**src/rtl/core_pkg.sv**
```systemverilog
// Shared core definitions for the register-file write path.
//   XLEN        : datapath width of results and write-port data
//   NREG        : architectural register count
//   reg_addr_t  : register address (5 bits, x0..x31)
//   word_t      : one XLEN-wide data word
//   src_e       : identifies a result source for the write-port arbiter
package core_pkg;
  localparam int XLEN = 32;
  localparam int NREG = 32;

  typedef logic [4:0]      reg_addr_t;
  typedef logic [XLEN-1:0] word_t;

  typedef enum logic {
    SRC_ALU = 1'b0,
    SRC_MEM = 1'b1
  } src_e;
endpackage

```
**src/rtl/regfile_writer_scoreboard.sv**
```systemverilog
// Register busy-bit scoreboard.
// Tracks which architectural registers have a result still in flight.
//   clk, rst_n      : clock / async active-low reset (clears all busy bits)
//   set_en, set_rd  : mark set_rd busy on the next edge (issue accepted)
//   clr_en, clr_rd  : mark clr_rd free on the next edge (result retired)
//   rs1, rs2, rd    : operands of the instruction trying to issue
//   hazard          : any of rs1/rs2/rd currently busy
module scoreboard
  import core_pkg::*;
#(
  parameter int NREG = core_pkg::NREG
) (
  input  logic      clk,
  input  logic      rst_n,
  input  logic      set_en,
  input  reg_addr_t set_rd,
  input  logic      clr_en,
  input  reg_addr_t clr_rd,
  input  reg_addr_t rs1,
  input  reg_addr_t rs2,
  input  reg_addr_t rd,
  output logic      hazard
);

  logic [NREG-1:0] busy_q, busy_d;

  // Clear first, then set: when an issue and a retire target the same
  // register on one edge the new producer owns it, so the set must win.
  // Clearing a bit that is already 0 (stray retire) leaves state as-is.
  always_comb begin
    busy_d = busy_q;
    if (clr_en) busy_d[clr_rd] = 1'b0;
    if (set_en) busy_d[set_rd] = 1'b1;
    busy_d[0] = 1'b0;  // x0 is never a real destination
  end

  always_ff @(posedge clk or negedge rst_n) begin
    if (!rst_n) busy_q <= '0;
    else        busy_q <= busy_d;
  end

  assign hazard = busy_q[rs1] | busy_q[rs2] | busy_q[rd];

endmodule

```
**src/rtl/regfile_writer.sv**
```systemverilog
// Register-file writer: issue hazard check plus write-port arbitration.
// Decode asks to issue; the scoreboard stalls it while any operand or the
// destination has a result outstanding. ALU and load results compete for
// the single register-file write port (we3/a3/wd3) through a round-robin
// arbiter; the winner is registered and written one cycle later.
//   clk, rst_n                  : clock / async active-low reset
//   iss_valid/rd/rs1/rs2        : issue request from decode
//   iss_stall                   : issue blocked by a hazard this cycle
//   alu_valid/rd/data, alu_ready: ALU result handshake
//   mem_valid/rd/data, mem_ready: load result handshake
//   we3, a3, wd3                : register-file write port
module regfile_writer
  import core_pkg::*;
#(
  parameter int XLEN = core_pkg::XLEN,
  parameter int NREG = core_pkg::NREG
) (
  input  logic            clk,
  input  logic            rst_n,
  input  logic            iss_valid,
  input  reg_addr_t       iss_rd,
  input  reg_addr_t       iss_rs1,
  input  reg_addr_t       iss_rs2,
  output logic            iss_stall,
  input  logic            alu_valid,
  output logic            alu_ready,
  input  reg_addr_t       alu_rd,
  input  logic [XLEN-1:0] alu_data,
  input  logic            mem_valid,
  output logic            mem_ready,
  input  reg_addr_t       mem_rd,
  input  logic [XLEN-1:0] mem_data,
  output logic            we3,
  output reg_addr_t       a3,
  output logic [XLEN-1:0] wd3
);

  // ---------------------------------------------------------------------
  // Issue side
  // ---------------------------------------------------------------------
  logic hazard;
  logic iss_accept;

  // Gated by rst_n so the stall output is quiet while reset is held.
  assign iss_stall  = rst_n & iss_valid & hazard;
  assign iss_accept = rst_n & iss_valid & ~hazard;

  // ---------------------------------------------------------------------
  // Round-robin arbiter
  // last_q remembers who won the most recent grant; on a conflict the
  // other source wins. Resetting to SRC_ALU makes mem win first.
  // Grants look only at valids and last_q, never at rd/data.
  // ---------------------------------------------------------------------
  src_e last_q, last_d;
  logic grant_alu, grant_mem, grant_any;

  always_comb begin
    grant_alu = 1'b0;
    grant_mem = 1'b0;
    if (rst_n) begin
      if (alu_valid && mem_valid) begin
        grant_mem = (last_q == SRC_ALU);
        grant_alu = (last_q == SRC_MEM);
      end else begin
        grant_alu = alu_valid;
        grant_mem = mem_valid;
      end
    end
  end

  assign grant_any = grant_alu | grant_mem;
  assign alu_ready = grant_alu;
  assign mem_ready = grant_mem;

  always_comb begin
    last_d = last_q;
    if (grant_mem)      last_d = SRC_MEM;
    else if (grant_alu) last_d = SRC_ALU;
  end

  // ---------------------------------------------------------------------
  // Winning result and write-port registers
  // ---------------------------------------------------------------------
  reg_addr_t       win_rd;
  logic [XLEN-1:0] win_data;
  logic            win_wr;

  assign win_rd   = grant_mem ? mem_rd   : alu_rd;
  assign win_data = grant_mem ? mem_data : alu_data;
  // A result aimed at x0 still completes its handshake but never writes.
  assign win_wr   = grant_any & (win_rd != '0);

  logic            we3_q, we3_d;
  reg_addr_t       a3_q,  a3_d;
  logic [XLEN-1:0] wd3_q, wd3_d;

  // we3 is a one-cycle pulse; a3/wd3 keep the last accepted result
  // when nothing is granted.
  always_comb begin
    we3_d = win_wr;
    a3_d  = a3_q;
    wd3_d = wd3_q;
    if (grant_any) begin
      a3_d  = win_rd;
      wd3_d = win_data;
    end
  end

  always_ff @(posedge clk or negedge rst_n) begin
    if (!rst_n) begin
      we3_q  <= 1'b0;
      a3_q   <= '0;
      wd3_q  <= '0;
      last_q <= SRC_ALU;
    end else begin
      we3_q  <= we3_d;
      a3_q   <= a3_d;
      wd3_q  <= wd3_d;
      last_q <= last_d;
    end
  end

  assign we3 = we3_q;
  assign a3  = a3_q;
  assign wd3 = wd3_q;

  // ---------------------------------------------------------------------
  // Scoreboard: set on accepted issue, clear on the same edge that
  // registers the write.
  // ---------------------------------------------------------------------
  scoreboard #(
    .NREG (NREG)
  ) u_sb (
    .clk    (clk),
    .rst_n  (rst_n),
    .set_en (iss_accept),
    .set_rd (iss_rd),
    .clr_en (win_wr),
    .clr_rd (win_rd),
    .rs1    (iss_rs1),
    .rs2    (iss_rs2),
    .rd     (iss_rd),
    .hazard (hazard)
  );

endmodule

```
**config.mk**
```make
export PLATFORM = sky130hd
export DESIGN_NAME = regfile_writer
export DESIGN_NICKNAME = d
export VERILOG_FILES = /design/src/rtl/core_pkg.sv /design/src/rtl/regfile_writer_scoreboard.sv /design/src/rtl/regfile_writer.sv
export SDC_FILE = /design/constraint.sdc
export NUM_CORES = 1
export LEC_CHECK = 0
export CORE_ASPECT_RATIO = 1.4
export CORE_UTILIZATION = 39
export DETAILED_ROUTE_END_ITERATION = 12
export GPL_ROUTABILITY_DRIVEN = 0
export HOLD_SLACK_MARGIN = 0.06
export PLACE_DENSITY = 0.69
export RECOVER_POWER = 100
export SETUP_SLACK_MARGIN = 0.3
export SLEW_MARGIN = 20
export SYNTH_ARGS = -nofsm -noshare
export SYNTH_HDL_FRONTEND = slang
export SYNTH_HIERARCHICAL = 1
export SYNTH_SLANG_ARGS = --single-unit
```
**constraint.sdc**
```tcl
create_clock -name clk -period 3.1 [get_ports clk]
set_input_delay 0.62 -clock clk [delete_from_list [all_inputs] [get_ports clk]]
set_output_delay 0.62 -clock clk [all_outputs]
set_load 0.02 [all_outputs]
```
==> results of run 1 <==
==> kinds of logic after synthesis <==
family	Yosys count	synth area share (%)
DFF	70	40.1
AOI/OAI and AO/OA	189	27.3
and+or+nand+nor	110	13.8
muxes	31	12.7
buffers and inverters	43	6.05
==> flip-flops by register name, summed over array words and instances (netlist names) <==
signal / count
a3: 5
last_q: 1
u_sb/busy_q: 31
wd3: 32
we3: 1
==> cells in the final DEF, fill, tap and decap left out, types with 3 or more instances in the layout <==
| cell type | n |
|---|---|
| a31oi_1 | 37 |
| buf_2 | 3 |
| buf_4 | 46 |
| buf_6 | 4 |
| clkbuf_1 | 9 |
| clkbuf_16 | 9 |
| clkbuf_2 | 5 |
| clkdlybuf4s50_1 | 82 |
| dfrtp_1 | 70 |
| dlygate4sd3_1 | 40 |
| inv_2 | 3 |
| mux2i_1 | 12 |
| mux4_1 | 6 |
| mux4_2 | 10 |
| nand2_1 | 11 |
| nand3_1 | 8 |
| nand3b_1 | 16 |
| nor2_1 | 44 |
| nor2b_1 | 4 |
| o2111ai_1 | 39 |
| o21ai_0 | 74 |
| o21ai_1 | 28 |
| or3b_2 | 4 |
| or4_1 | 3 |
==> how the worst min path moves through the flow <==
stage / cells past startpoint / to / slack [ps]
after CTS: 2 / a3[4] / 350
after floorplan: 0 / a3[0] / 320
after detailed placement: 2 / wd3[0] / 550
after global routing: 2 / wd3[30] / 570
final: 2 / wd3[15] / 550
after global placement: 2 / wd3[18] / 530
==> timing repair <==
action | in CTS | in global routing
hold endpoints to repair | 0 | 0
setup endpoints to repair | 34 | 7
gates resized for setup | 36 | 15
setup buffers | 1 | 3
pin swaps | 2 | 4
==> worst max-delay path: stages (launching register included) <==
cell      delay (ps)
dfrtp_1          420
mux4_2           460
and4b_1          200
a41oi_1          210
o2111a_1         230
nand4_1          130
and3_4           200
buf_6            120
==> through the flow <==
step / utilization, % / hold slack, ps / setup slack (ps) / std cells / area, µm²
final: 57.8 / 546 / 175 / 749 / 6280
after global routing: 57.8 / 570 / 109 / 749 / 6280
after CTS: 57.8 / 351 / 198 / 746 / 6280
after detailed placement: 55.4 / 546 / -721 / 730 / 6020
after global placement: 55.4 / 531 / -663 / 730 / 6020
after floorplan: - / 324 / 317 / 443 / 4370
==> synth_stat cells (all sizes together) (5+ instances only) <==
master   instances  area share [%]
buf             33             5.0
nor2            45             3.9
clkbuf           6            0.52
dfrtp           70              40
nand3b          16             2.8
or3b             5             1.0
mux4            17             9.4
o2111ai         39             7.8
a31oi           37             5.3
o21ai          102              12
mux2i           12             2.8
nand2           12             1.1
nand3            8            0.92
==> metal layers <==
metal	routed length [µm]	vias up	global-route usage, %
li1	-	2069	-
met1	5610	2165	29.2
met2	7110	229	43.7
met3	1200	47	7.14
met4	700	0	14.8
met5	0	-	0
==> power by group through the flow <==
stage               logic (W)  registers [W]  clock network (W)
global route          0.00104        0.00123           0.000995
finish               0.000967        0.00122           0.000937
CTS                  0.000974        0.00122           0.000952
floorplan            0.000438        0.00125                  0
detailed placement   0.000968        0.00123                  0
global placement     0.000948        0.00123                  0
==> cell type report <==
class	instances	area [µm²]	share of cell area (%)
clock buffer	14	264	4.20
clock inverter	1	5.00	0.0797
inverter	3	11.3	0.179
multi-input combinational	330	2360	37.6
sequential	70	1750	27.9
tap	141	176	2.81
timing repair buffer	190	1710	27.3
==> impl_metrics.yaml, run 1 <==
outcome:
  status: "finished, violations left"
  violations: "capacitance limit, slew limit"
setup_path:
  rr_worst_depth: 10
  worstPathArrival_ps: 2310
  end_kind: "output pin"
  cp_max_fo: 4
  r2r_setup_slack_ps: 460
  worstSetupStartpoint: "u_sb/busy_q[21]"
  crit_end: "iss_stall"
  cp.required_ps: 2480
  setup.worst_path.start_class: "flip-flop"
  r2r_end: "u_sb/busy_q[9]"
  r2r-start: "u_sb/busy_q[21]"
  crit_type: "flip-flop to output pin"
floorplan:
  dieArea_um2: 11600
  die_y_um: 127
  core.rowCount: 45
  initial_utilization_pct: 40.2
  fp.coreArea_um2: 10900
  die_x_um: 91.4
  pin_count: 135
cells_and_area:
  n_antenna_cell: 0
  drive_gt1_share_pct: 16.9
  syn_to_final_growth_pct: 43.8
  final.fill_count: 919
  nNetsFinal: 698
synth:
  synth_edf_count: 0
  syn_inst: 443
  syn-cell-area_um2: 4370
  ys_types: 47
  ys.flop_type: "dfrtp_1"
  synth_seq_cells: 70
  yosysSeqAreaShare_pct: 40.1
  ys_warn_count: 6
  syn_avg_cell_area_um2: 9.86
  synth_nets: 537
  async_flop_share_pct: 100
cts:
  cts_hold_buf: 0
  clk_pin_slew_ps: 50
  tritoncts: "built"
  clock_sinks: 70
  htree_levels: 3
  clk_latency_ps: 330
  cts_buffers: 9
  cts_buffer_depth: 2
  cts_root_buf: "clkbuf_16"
routing:
  dr.first_iter.drc_count: 277
  avgViaCountPerCell: 6.02
  antenna_left: 0
  routedWlPerCell_um: 19.5
  drc: 0
  drt_pass1_iterations: 5
  routed_wl_mm: 14.6
  num_vias: 4510
sta:
  fin_crit_sh_pct: 94.4
  rsz0062_at_grt: "yes"
  max_slew_margin_pct: -0.433
  setup_viol: 0
  setup_tns_ps: 0
  hold_violations: 0
  finalCriticalPeriod_ps: 2930
  worst_clock_skew_ps: 3.84
  tightest_slew_ps: 1510
  maxSlewViolCount: 32
  max_freq_ghz: 0.342
power_and_ir_drop:
  p_sw_share_pct: 31.8
  max-vdd-ir-drop_uv: 339
  cellPowerDensity_nw_per_um2: 497
  power_switching_w: 0.000992
  p_clk_share_pct: 30.0
  power_leakage_nw: 2.43
  combPwrFrac_pct: 31.0
  p_total_w: 0.00312
  p_int_w: 0.00213
  power_frac_seq_pct: 39.0
global_route:
  antenna_found_initial: 0
  overflow: 0
  track_usage_pct: 25.8
  grt_max_degree: 42
  grt_pass1_wl_mm: 23.6
  grt_pass1_vias: 4657
place:
  port_buffers: 134
  hpwlAfterDp_mm: 10.9
job:
  maxCapViolCount: 1
worst_hold_path:
  hold_class: "flip-flop to flip-flop"
  worstHoldStart: "wd3[15]"
(Power assumes the default switching activity.)
==> run 2, diff against run 1 <==
--- a/config.mk
+++ b/config.mk
@@ -7,6 +7,7 @@
 export LEC_CHECK = 0
 export CORE_ASPECT_RATIO = 1.4
 export CORE_UTILIZATION = 39
+export CTS_CLUSTER_DIAMETER = 120
 export DETAILED_ROUTE_END_ITERATION = 12
 export GPL_ROUTABILITY_DRIVEN = 0
 export HOLD_SLACK_MARGIN = 0.06
==> results of run 2 <==
No change in the layout: final DEF, timing and power equal those of run 1.
==> run 3, diff against run 2 <==
--- a/config.mk
+++ b/config.mk
@@ -5,8 +5,10 @@
 export SDC_FILE = /design/constraint.sdc
 export NUM_CORES = 1
 export LEC_CHECK = 0
+export CAP_MARGIN = 20
 export CORE_ASPECT_RATIO = 1.4
 export CORE_UTILIZATION = 39
+export CTS_BUF_LIST = sky130_fd_sc_hd__clkbuf_4
 export CTS_CLUSTER_DIAMETER = 120
 export DETAILED_ROUTE_END_ITERATION = 12
 export GPL_ROUTABILITY_DRIVEN = 0
==> run 3 against run 2 <==
Against the previous run: the flow still finishes with violations (capacitance limit, slew limit); global-route usage is 0.13 points higher; utilization shrank 1.5 points; clock power is 47% lower; clock-buffer cell count fell by 2; setup slack lost 76 ps; first-iteration DRC count shrank 4.3%; clock skew about the same; via count increased by 0.73%; final cell count is 0.27% higher; maximum frequency fell by 2.5%; flip-flop and latch count is the same; critical path depth is 2 higher; critical endpoint unchanged; highest routed layer unchanged.
==> impl_metrics.yaml, run 3 (synthesis results as in run 1) <==
outcome:
  status: "finished, violations left"
  violations: "capacitance limit, slew limit"
sta:
  rsz0062_at_grt: "yes"
  setup_ws_ps: 99.0
  max_slew_margin_pct: -4.69
  fin_crit_sh_pct: 96.8
  worst_clock_skew_ps: 4.11
  maxSlewViolCount: 74
  max_freq_ghz: 0.333
  tightest_slew_ps: 1570
  fin_hold_ws_ps: 553
  hold_violations: 0
  finalCriticalPeriod_ps: 3000
  setup_viol: 0
cells_and_area:
  layout_commonest_cell: "clkdlybuf4s50_1"
  layout.area.seq_um2: 1750
  nNetsFinal: 700
  multi_input_area_um2: 2360
  drive_gt1_share_pct: 15.7
  final.fill_count: 941
  n_antenna_cell: 0
  largest_reg_flops: 32
  final_cell_mix: "82 x clkdlybuf4s50_1, 73 x o21ai_0, 70 x dfrtp_1, 48 x buf_4, 44 x nor2_1"
  syn_to_final_growth_pct: 40.1
  final_cells: 751
global_route:
  grt_max_degree: 42
  grt_pass1_wl_mm: 23.6
  antenna_found_initial: 0
  grt_pass1_vias: 4699
  track_usage_pct: 26.0
  overflow: 0
routing:
  antenna_left: 0
  routed_wl_mm: 14.6
  dr.first_iter.drc_count: 265
  drc: 0
  num_vias: 4543
  avgViaCountPerCell: 6.05
  drt_pass1_iterations: 5
  routedWlPerCell_um: 19.4
place:
  port_buffers: 134
  dp_cells: 730
  dpl_worst_slack_ps: -721
  hpwlAfterDp_mm: 10.9
cts:
  cts_buffer_depth: 2
  clk_pin_slew_ps: 110
  tritoncts: "built"
  clk_latency_ps: 420
  clock_sinks: 70
  htree_levels: 3
  cts_buffers: 9
  cts_root_buf: "clkbuf_4"
job:
  maxCapViolCount: 2
floorplan:
  pin_count: 135
  dieArea_um2: 11600
  die_x_um: 91.4
  fp.coreArea_um2: 10900
  die_y_um: 127
  core.rowCount: 45
  initial_utilization_pct: 40.2
power_and_ir_drop:
  power_leakage_nw: 2.36
  max-vdd-ir-drop_uv: 219
  cellPowerDensity_nw_per_um2: 437
worst_hold_path:
  hold_class: "flip-flop to flip-flop"
  worstHoldPathCells: 2
setup_path:
  worstPathArrival_ps: 2380
  end_kind: "output pin"
  crit_type: "input port to output pin"
  cp.required_ps: 2480
  cp_max_fo: 7
  rr_worst_depth: 12
  setup.worst_path.start_class: "input port"
-- run 3: layout make-up --
class                           instances  share of cell area, %
Clock inverter                          3                  0.204
Tap cell                              141                   2.88
Clock buffer                           12                   1.47
Sequential cell                        70                   28.6
Inverter                                3                  0.184
Multi-Input combinational cell        330                   38.5
Timing Repair Buffer                  192                   28.1
-- run 3: layer usage --
| metal | global-route usage [%] | vias up | part of all wire (%) | wire [µm] |
|---|---|---|---|---|
| met5 | 0 | - | 0 | 0 |
| met3 | 7.44 | 52 | 8.5 | 1250 |
| met4 | 15.6 | 0 | 5.2 | 756 |
| met1 | 29.1 | 2170 | 38 | 5540 |
| met2 | 43.7 | 244 | 48 | 7030 |
| li1 | - | 2077 | - | - |
-- run 3: worst max-delay path: stages --
cell and delay (ps):
dlygate4sd2_1 410, buf_4 200, mux4_2 280, mux2i_1 180
nor3b_1 80, nor3_1 140, nand4_1 130, and3_1 180
clkbuf_2 150
-- run 3: stage by stage --
step / total power, W / instance area (µm²) / setup TNS [ps] / utilization (%)
after floorplan: 0.00169 / 4370 / 0 / -
after global placement: 0.00218 / 6020 / -6710 / 55.4
after detailed placement: 0.00220 / 6020 / -8750 / 55.4
after CTS: 0.00272 / 6160 / 0 / 56.7
after global routing: 0.00282 / 6120 / 0 / 56.3
final: 0.00268 / 6120 / 0 / 56.3
-- run 3: where the power goes --
part           switching (W)  leakage, nW  total [W]  internal (W)
clock network       0.000311       0.0623   0.000493      0.000182
registers           0.000143        0.850    0.00121       0.00106
logic               0.000487         1.45   0.000974      0.000487
total               0.000941         2.36    0.00268       0.00173
-- run 3: path summary, 6_finish.rpt --
kind,from,to,slack (ps)
worst min-delay path,wd3[0],wd3[0],550
min in group asynchronous,rst_n,a3[4],560
max in group asynchronous,rst_n,wd3[11],1500
worst min register to register,wd3[0],wd3[0],550
worst max register to register,u_sb/busy_q[9],u_sb/busy_q[6],240
worst max-delay path,iss_rd[2],iss_stall,100
-- run 3: timing repair --
action / in CTS / in global routing
hold buffers: 0 / 0
pin swaps: 2 / 0
gates resized for setup: 27 / 8
gates cloned: 0 / 0
setup buffers: 6 / 0
endpoints found under the setup margin: 34 / 32
